**src/rtl/event_unpacker.sv**
```systemverilog
// Packed-event receiver: drops null words, unwraps the 2-bit timestamp to TS_W bits
// and buffers decoded events in a DEPTH-entry FIFO. Optional macro: EVT_POLFILT_EN.
module event_unpacker #(
  parameter int TS_W  = 8,
  parameter int DEPTH = 4
) (
  input  logic            clk,
  input  logic            rst_n,
  input  logic [7:0]      in_word,
  input  logic            in_valid,
  output logic            in_ready,
  output logic [1:0]      out_x,
  output logic [1:0]      out_y,
  output logic [1:0]      out_p,
  output logic [TS_W-1:0] out_t,
  output logic            out_valid,
  input  logic            out_ready,
  output logic [7:0]      null_cnt
);
  // Handshake: a word moves on in_valid && in_ready; an event moves on
  // out_valid && out_ready. in_ready depends only on registered occupancy.
  localparam int AW  = $clog2(DEPTH);
  localparam int EPW = TS_W - 2;
  localparam int EW  = 6 + TS_W;
  localparam logic [AW:0] FULL_CNT = (AW+1)'(DEPTH);

  logic [EW-1:0]  mem [DEPTH];
  logic [AW:0]    wr_ptr, rd_ptr, count;
  logic [1:0]     last_t;
  logic [EPW-1:0] epoch, epoch_n;
  logic           full, empty, is_null, accept, push, pop;
  logic [EW-1:0]  head;
  logic           unused_ptr_msbs;

  assign full     = (count == FULL_CNT);
  assign empty    = (count == '0);
  assign in_ready = rst_n && !full;

`ifdef EVT_POLFILT_EN
  assign is_null = (in_word == 8'h00) || (in_word[3:2] != 2'b01);
`else
  assign is_null = (in_word == 8'h00);
`endif

  assign accept  = in_valid && in_ready;
  assign push    = accept && !is_null;
  assign pop     = !empty && out_ready;
  // A smaller raw timestamp than the last one means the 2-bit counter wrapped.
  assign epoch_n = (in_word[1:0] < last_t) ? epoch + 1'b1 : epoch;

  always_ff @(posedge clk) begin
    if (push) begin
      mem[wr_ptr[AW-1:0]] <= {in_word[7:2], epoch_n, in_word[1:0]};
    end
  end

  always_ff @(posedge clk) begin
    if (!rst_n) begin
      wr_ptr   <= '0;
      rd_ptr   <= '0;
      count    <= '0;
      last_t   <= '0;
      epoch    <= '0;
      null_cnt <= '0;
    end else begin
      if (push) begin
        wr_ptr <= wr_ptr + 1'b1;
        last_t <= in_word[1:0];
        epoch  <= epoch_n;
      end
      if (pop) begin
        rd_ptr <= rd_ptr + 1'b1;
      end
      case ({push, pop})
        2'b10:   count <= count + 1'b1;
        2'b01:   count <= count - 1'b1;
        default: count <= count;
      endcase
      if (accept && is_null && (null_cnt != 8'hFF)) begin
        null_cnt <= null_cnt + 1'b1;
      end
    end
  end

  // Outputs read zero while empty so the post-reset value is defined.
  assign head      = mem[rd_ptr[AW-1:0]];
  assign out_valid = !empty;
  assign {out_x, out_y, out_p, out_t} = empty ? '0 : head;

  assign unused_ptr_msbs = &{1'b0, wr_ptr[AW], rd_ptr[AW]};
endmodule

```
**config.mk**
```make
export PLATFORM = sky130hd
export DESIGN_NAME = event_unpacker
export DESIGN_NICKNAME = d
export VERILOG_FILES = /design/src/rtl/event_unpacker.sv
export SDC_FILE = /design/constraint.sdc
export NUM_CORES = 1
export LEC_CHECK = 0
export ABC_CLOCK_PERIOD_IN_PS = 2750
export CORE_ASPECT_RATIO = 1.5
export CORE_UTILIZATION = 50
export CTS_BUF_LIST = sky130_fd_sc_hd__clkbuf_16
export CTS_CLUSTER_DIAMETER = 150
export CTS_CLUSTER_SIZE = 28
export DETAILED_ROUTE_END_ITERATION = 6
export MAX_ROUTING_LAYER = met4
export PLACE_DENSITY = 0.76
export SLEW_MARGIN = 20
export SYNTH_ARGS = -nofsm -noshare
export SYNTH_HDL_FRONTEND = slang
export SYNTH_SLANG_ARGS = --single-unit
```
**constraint.sdc**
```tcl
create_clock -name clk -period 2.75 [get_ports clk]
set_input_delay 0.55 -clock clk [delete_from_list [all_inputs] [get_ports clk]]
set_output_delay 0.55 -clock clk [all_outputs]
set_load 0.02 [all_outputs]
```
==> results_dict.tcl, run 1 <==
set metrics [dict create \
    vias 2175 \
    die_h_um 104 \
    die_w_um 70.3 \
    holdBufCountCts 0 \
    crit_required_ns 2.20 \
    fin_nets 329 \
    antenna_cells 0 \
    synth_nets 274 \
    worstSetupPathType "reg -> out" \
    worstPathMaxFanout 14 \
    holdCritPathClass "reg -> reg" \
    synth_top_area_cell "edfxtp_1" \
    start_util_pct 51.4 \
    rsz0062_at_grt "false" \
    max_freq_mhz 376 \
    irDropWorstVdd_mv 0.452 \
    ant_nets 0 \
    utilization_pct 65.2 \
    drc_errors 0 \
    num_io_pins 36 \
    routed_wl_mm 6.56 \
    vias_per_cell 5.58 \
    synthArstFlopShare_pct 0 \
    grt_max_degree 18 \
    yosysTopAreaCellShare_pct 48.1 \
    crit_path_top_delay_cell "clkdlybuf4s50_1" \
    wl_per_cell_um 16.8 \
    rrSetupSlack_ns 0.39 \
    tightest_slew_ns 0.506 \
    relSlewSlack_pct 66.3 \
    cts_buffers 9 \
    drtIter0Drc 169 \
    grt_util_all_layers_pct 20.2 \
    areaGrowthSynthToFinish_pct 26.9 \
    synth_edf_count 56 \
    clk_path_buf_depth 2 \
    power_uw 3630 \
    first_pass_iters 4 \
    worstSkewPairLatency_ns 0.33 \
    hold_viol 0 \
    num_rows 37 \
    synth_area_leaders "edfxtp_1, dfxtp_1, mux4_2, and2_1, ha_1" \
    syn_area_sq_um 3500 \
    synth_cells 253 \
    cts_sinks 81 \
    slowest_delay_ns 0.54 \
    antenna_found_initial 0 \
    grt_pass1_wl_mm 10.9 \
    drive_above_1_share_pct 17.3 \
    ys_ff_latch 81 \
    dpl.hpwl_mm 4.45 \
    h-tree-depth 3 \
    end_kind "output pin" \
    clkTransAtPathRegs_ns 0.06 \
    synthTopCellsByCount "edfxtp_1, dfxtp_1, and2_1" \
    yosys_most_used_dff "edfxtp_1" \
    ys_seq_area_share_pct 62.4 \
    fill_cells 483 \
    crit_arrival_ns 2.11 \
    die-area_sq_um 7340 \
    outcome "finished, final reports clean" \
    coreArea_sq_um 6810 \
    p_leak_uw 0.00163 \
    tritoncts "done" \
    start_kind "flop" \
    fin_crit_sh_pct 96.7 \
    setup_viol 0 \
    yosys_warnings 0 \
    crit_chain "buf_12, mux4_2, and2_1, clkdlybuf4s50_1" \
    cap_viol_max_count 0 \
    skew_ns 0.00952 \
    io_buffers 35 \
    powerDensity_nw_per_um2 819 \
    ys_types 37 \
    drv_slew 0 \
    synth.most_common_cell "edfxtp_1" \
    fin_crit_ns 2.66 \
    grt_pass1_vias 2208 \
    avgSynthCellArea_sq_um 13.8 \
    tns_ns 0 \
    cts-root-buf "clkbuf_16" \
    place.gp.congestion 0.777 \
    grt_overflow_total 0 \
]
[flip-flops by register name, summed over array words and instances, names as in the netlist, named ones only]
signal	count
count	3
epoch	6
last_t	2
mem	56
null_cnt	8
rd_ptr	2
wr_ptr	2
[critical path, delay by kind of cell (launching register included)]
| family | cells | cell delay [ns] |
|---|---|---|
| AND/OR/NAND/NOR | 1 | 0.18 |
| buffers and inverters | 2 | 0.72 |
| flip-flops | 1 | 0.37 |
| multiplexers | 1 | 0.50 |
[per-stage QoR]
step	cells	instance area, sq um	hold WS, ns	setup slack [ns]
floorplan	253	3500	0.449	0.0693
global placement	374	4110	0.460	-0.320
detailed placement	374	4110	0.469	-0.346
CTS	389	4410	0.482	0.00697
global route	390	4440	0.501	0.000813
finish	390	4440	0.481	0.0905
[placed cells by master, fill, tap and decap left out, drive strengths merged, types with 8 or more instances in the layout]
cell and count:
edfxtp 56, clkdlybuf4s50 27, dfxtp 25, buf 21, and2 19, nand2 15, mux4 14, a21oi 12
inv 12, nand3 11, clkbuf 9, nor2 8, ha 8
[final cells by class]
cell class	instances	area, sq um	share of cell area, %
repair buffers	56	583	13.1
well taps	78	97.6	2.20
inverters	10	37.5	0.846
flip-flops and latches	81	2180	49.2
clock inverters	6	76.3	1.72
multi-input cells	150	1240	27.9
clock buffers	9	225	5.07
[power breakdown]
group | internal (uW) | switching, uW | leakage, uW | total (uW)
clock network | 778 | 435 | 0.000155 | 1210
logic | 519 | 490 | 0.000759 | 1010
registers | 1380 | 38.1 | 0.000717 | 1410
[kinds of logic (layout without fill, tap and decap cells)]
logic type,Yosys count,in the layout,share of synthesized area [%]
simple gates,82,82,13.1
flops,81,81,62.4
compound gates,28,28,4.83
mux,22,22,11.3
buf+inv,22,81,2.61
fa+ha+maj,9,9,3.43
xor+xnor,9,9,2.25
[layer usage]
metal	global-route usage, %	up-vias	share of wire [%]
met5	-	-	0
met2	32.7	50	52
met1	22.7	1049	43
met4	10.4	0	2.1
li1	-	1061	-
met3	5.43	15	3.6
[worst paths after layout]
path / start / endpoint / cells past startpoint
worst max-delay path: flop / out_t[3] / 4
worst min-delay path: last_t[1] / last_t[1] / 2
worst max register to register: count[0] / count[2] / 8
worst min register to register: last_t[1] / last_t[1] / 2
[what timing repair did]
item,in CTS,in global routing
setup endpoints to repair,1,2
pin swaps,0,2
gates resized for setup,3,8
setup buffers,0,1
No activity file was read; power rests on OpenSTA's default activity.
==> run 2: changes to the inputs <==
--- a/config.mk
+++ b/config.mk
@@ -6,14 +6,16 @@
 export NUM_CORES = 1
 export LEC_CHECK = 0
 export ABC_CLOCK_PERIOD_IN_PS = 2750
+export CELL_PAD_IN_SITES_DETAIL_PLACEMENT = 1
+export CELL_PAD_IN_SITES_GLOBAL_PLACEMENT = 1
 export CORE_ASPECT_RATIO = 1.5
-export CORE_UTILIZATION = 50
+export CORE_UTILIZATION = 42
 export CTS_BUF_LIST = sky130_fd_sc_hd__clkbuf_16
 export CTS_CLUSTER_DIAMETER = 150
 export CTS_CLUSTER_SIZE = 28
 export DETAILED_ROUTE_END_ITERATION = 6
 export MAX_ROUTING_LAYER = met4
-export PLACE_DENSITY = 0.76
+export PLACE_DENSITY = 0.77
 export SLEW_MARGIN = 20
 export SYNTH_ARGS = -nofsm -noshare
 export SYNTH_HDL_FRONTEND = slang
==> results_dict.tcl, run 2 (synthesis gave the netlist of run 1 again) <==
set metrics [dict create \
    outcome "finished, final reports clean" \
    vias_per_cell 5.45 \
    drc_errors 0 \
    min_from "epoch[5]" \
    fin_crit_ns 2.71 \
    num_rows 40 \
    dpl.hpwl_mm 4.97 \
    areaGrowthSynthToFinish_pct 27.2 \
    worstSkewPairLatency_ns 0.34 \
    routed_wl_mm 7.89 \
    num_io_pins 36 \
    grt_max_degree 18 \
    r2r-end "count[2]" \
    crit_path_top_delay_cell "or4_4" \
    hold_depth 1 \
    fin_nets 329 \
    layout_commonest_cell "edfxtp_1" \
    fin_hold_ws_ns 0.488 \
    die_w_um 76.5 \
    largest_register_ffs 56 \
    crit_arrival_ns 2.97 \
    mostFrequentLayoutCells "edfxtp_1, clkdlybuf4s50_1, dfxtp_1" \
    p_seq_share_pct 39.1 \
    min_to "epoch[5]" \
    swShare_pct 28.2 \
    cts_setup_buffers 0 \
    rrSetupSlack_ns 0.35 \
    clk_path_buf_depth 2 \
    tightest_slew_ns 0.543 \
    clkPwrFrac_pct 32.1 \
    setup_viol 0 \
    pwr-share-comb_pct 28.8 \
    end_kind "flop" \
    start_kind "input port" \
    powerDensity_nw_per_um2 814 \
    fin_crit_sh_pct 98.4 \
    vias 2273 \
    clkTransAtPathRegs_ns 0.06 \
    drive_above_1_share_pct 18.3 \
    cts_sinks 81 \
    seq_area_sq_um 2180 \
    rr_worst_depth 10 \
    fill_cells 804 \
    first_pass_iters 4 \
    rsz0062_at_grt "true" \
    worstPathMaxFanout 2 \
    wl_per_cell_um 18.9 \
    cap_viol_max_count 0 \
    path_common_cell "inv_1" \
    utilization_pct 55.2 \
    die-area_sq_um 8700 \
    cts_buffers 9 \
    coreArea_sq_um 8060 \
    grt_overflow_total 0 \
    holdCritPathClass "reg -> reg" \
    hold_viol 0 \
    start_util_pct 43.4 \
    io_buffers 35 \
    tritoncts "done" \
    crit_family "simple AND/OR/NAND/NOR gates" \
    drtIter0Drc 100 \
    crit_start "in_word[0]" \
    place.gp.congestion 0.757 \
    irDropWorstVdd_mv 0.434 \
    rr_startpoint "count[2]" \
    antenna_cells 0 \
    fin_ws_ns 0.0441 \
    ant_nets 0 \
    grt_pass1_vias 2324 \
    crit_chain "clkdlybuf4s50_1, or4_4, nor2_4, nor2_1, inv_1, ha_2, inv_1, fa_1, xor2_1, or3_1, a21oi_1" \
    internal_power_uw 2600 \
    multiInputGateArea_sq_um 1240 \
    antenna_found_initial 0 \
    dp_slack_ns -0.431 \
    slowest_delay_ns 0.55 \
    crit_required_ns 3.01 \
    cts-root-buf "clkbuf_16" \
    die_h_um 114 \
    p_sw_uw 1020 \
    skew_ns 0.00675 \
    grt_pass1_wl_mm 12.4 \
    p_leak_uw 0.00157 \
    h-tree-depth 3 \
    max_freq_mhz 370 \
    drv_slew 0 \
    grt_util_all_layers_pct 20.5 \
    tns_ns 0 \
    worstSetupPathType "in -> reg" \
    relSlewSlack_pct 63.7 \
    crit_buf_inv 3 \
]
-- run 2: cell count changes in the layout (fill, tap and decap cells not counted) --
cell,change
or3_4,+1
clkdlybuf4s50_1,+2
bufinv_16,-1
clkinvlp_4,+1
dlygate4sd2_1,+2
clkinv_2,+1
clkinv_4,+1
dlymetal6s2s_1,-4
or3_1,-1
inv_1,-2
-- run 2: area by class of cell --
class / instances / area share [%]
tap: 105 / 2.95
inverter: 10 / 0.844
multi-input combinational: 150 / 27.9
clock buffer: 9 / 5.06
clock inverter: 6 / 1.35
timing repair buffer: 56 / 12.8
sequential: 81 / 49.0
-- run 2: metal layers --
metal,global-route usage (%),share of wire [%],routed length [um],vias to the layer above
met3,5.12,3.0,239,12
met5,-,0,0,-
li1,-,-,-,1057
met2,36.2,54,4240,52
met1,21.0,41,3230,1152
met4,10.1,2.3,182,0
-- run 2: repair_timing --
item / in CTS / in global routing
endpoints found under the hold margin: 0 / 0
gates resized for setup: 6 / 4
hold buffers: 0 / 0
pin swaps: 1 / 2
endpoints found under the setup margin: 1 / 6
-- run 2: through the flow --
step / cells / total power, uW / instance area (sq um)
after floorplan: 253 / 2050 / 3500
after global placement: 402 / 2450 / 4150
after detailed placement: 402 / 2470 / 4150
after CTS: 417 / 3670 / 4440
after global routing: 417 / 3780 / 4450
final: 417 / 3620 / 4450
-- run 2: power by group through the flow --
stage / clock, uW / sequential, uW / combinational [uW]
2_1_floorplan: 0 / 1430 / 623
3_3_place_gp: 0 / 1430 / 1020
3_5_place_dp: 0 / 1440 / 1030
4_1_cts: 1200 / 1420 / 1050
5_1_grt: 1230 / 1420 / 1120
6_report: 1160 / 1420 / 1040
-- run 2: worst max path at each step --
| stage | to | slack, ns | cells past startpoint |
|---|---|---|---|
| 3_3_place_gp | count[2] | -0.31 | 11 |
| 4_1_cts | count[2] | 0.01 | 11 |
| 2_1_floorplan | count[2] | 0.07 | 10 |
| 3_5_place_dp | count[2] | -0.43 | 11 |
| 6_report | count[2] | 0.04 | 11 |
| 5_1_grt | count[2] | -0.02 | 11 |
-- run 2: worst reg2reg max path, stage by stage, from the launching register on --
cell and delay [ns]:
dfxtp_1 0.37, or3b_2 0.51, nand2_1 0.12, nor2_1 0.06, inv_1 0.06, ha_2 0.17
inv_1 0.05, fa_1 0.37, xor2_1 0.16, or3_1 0.32, a21oi_1 0.14
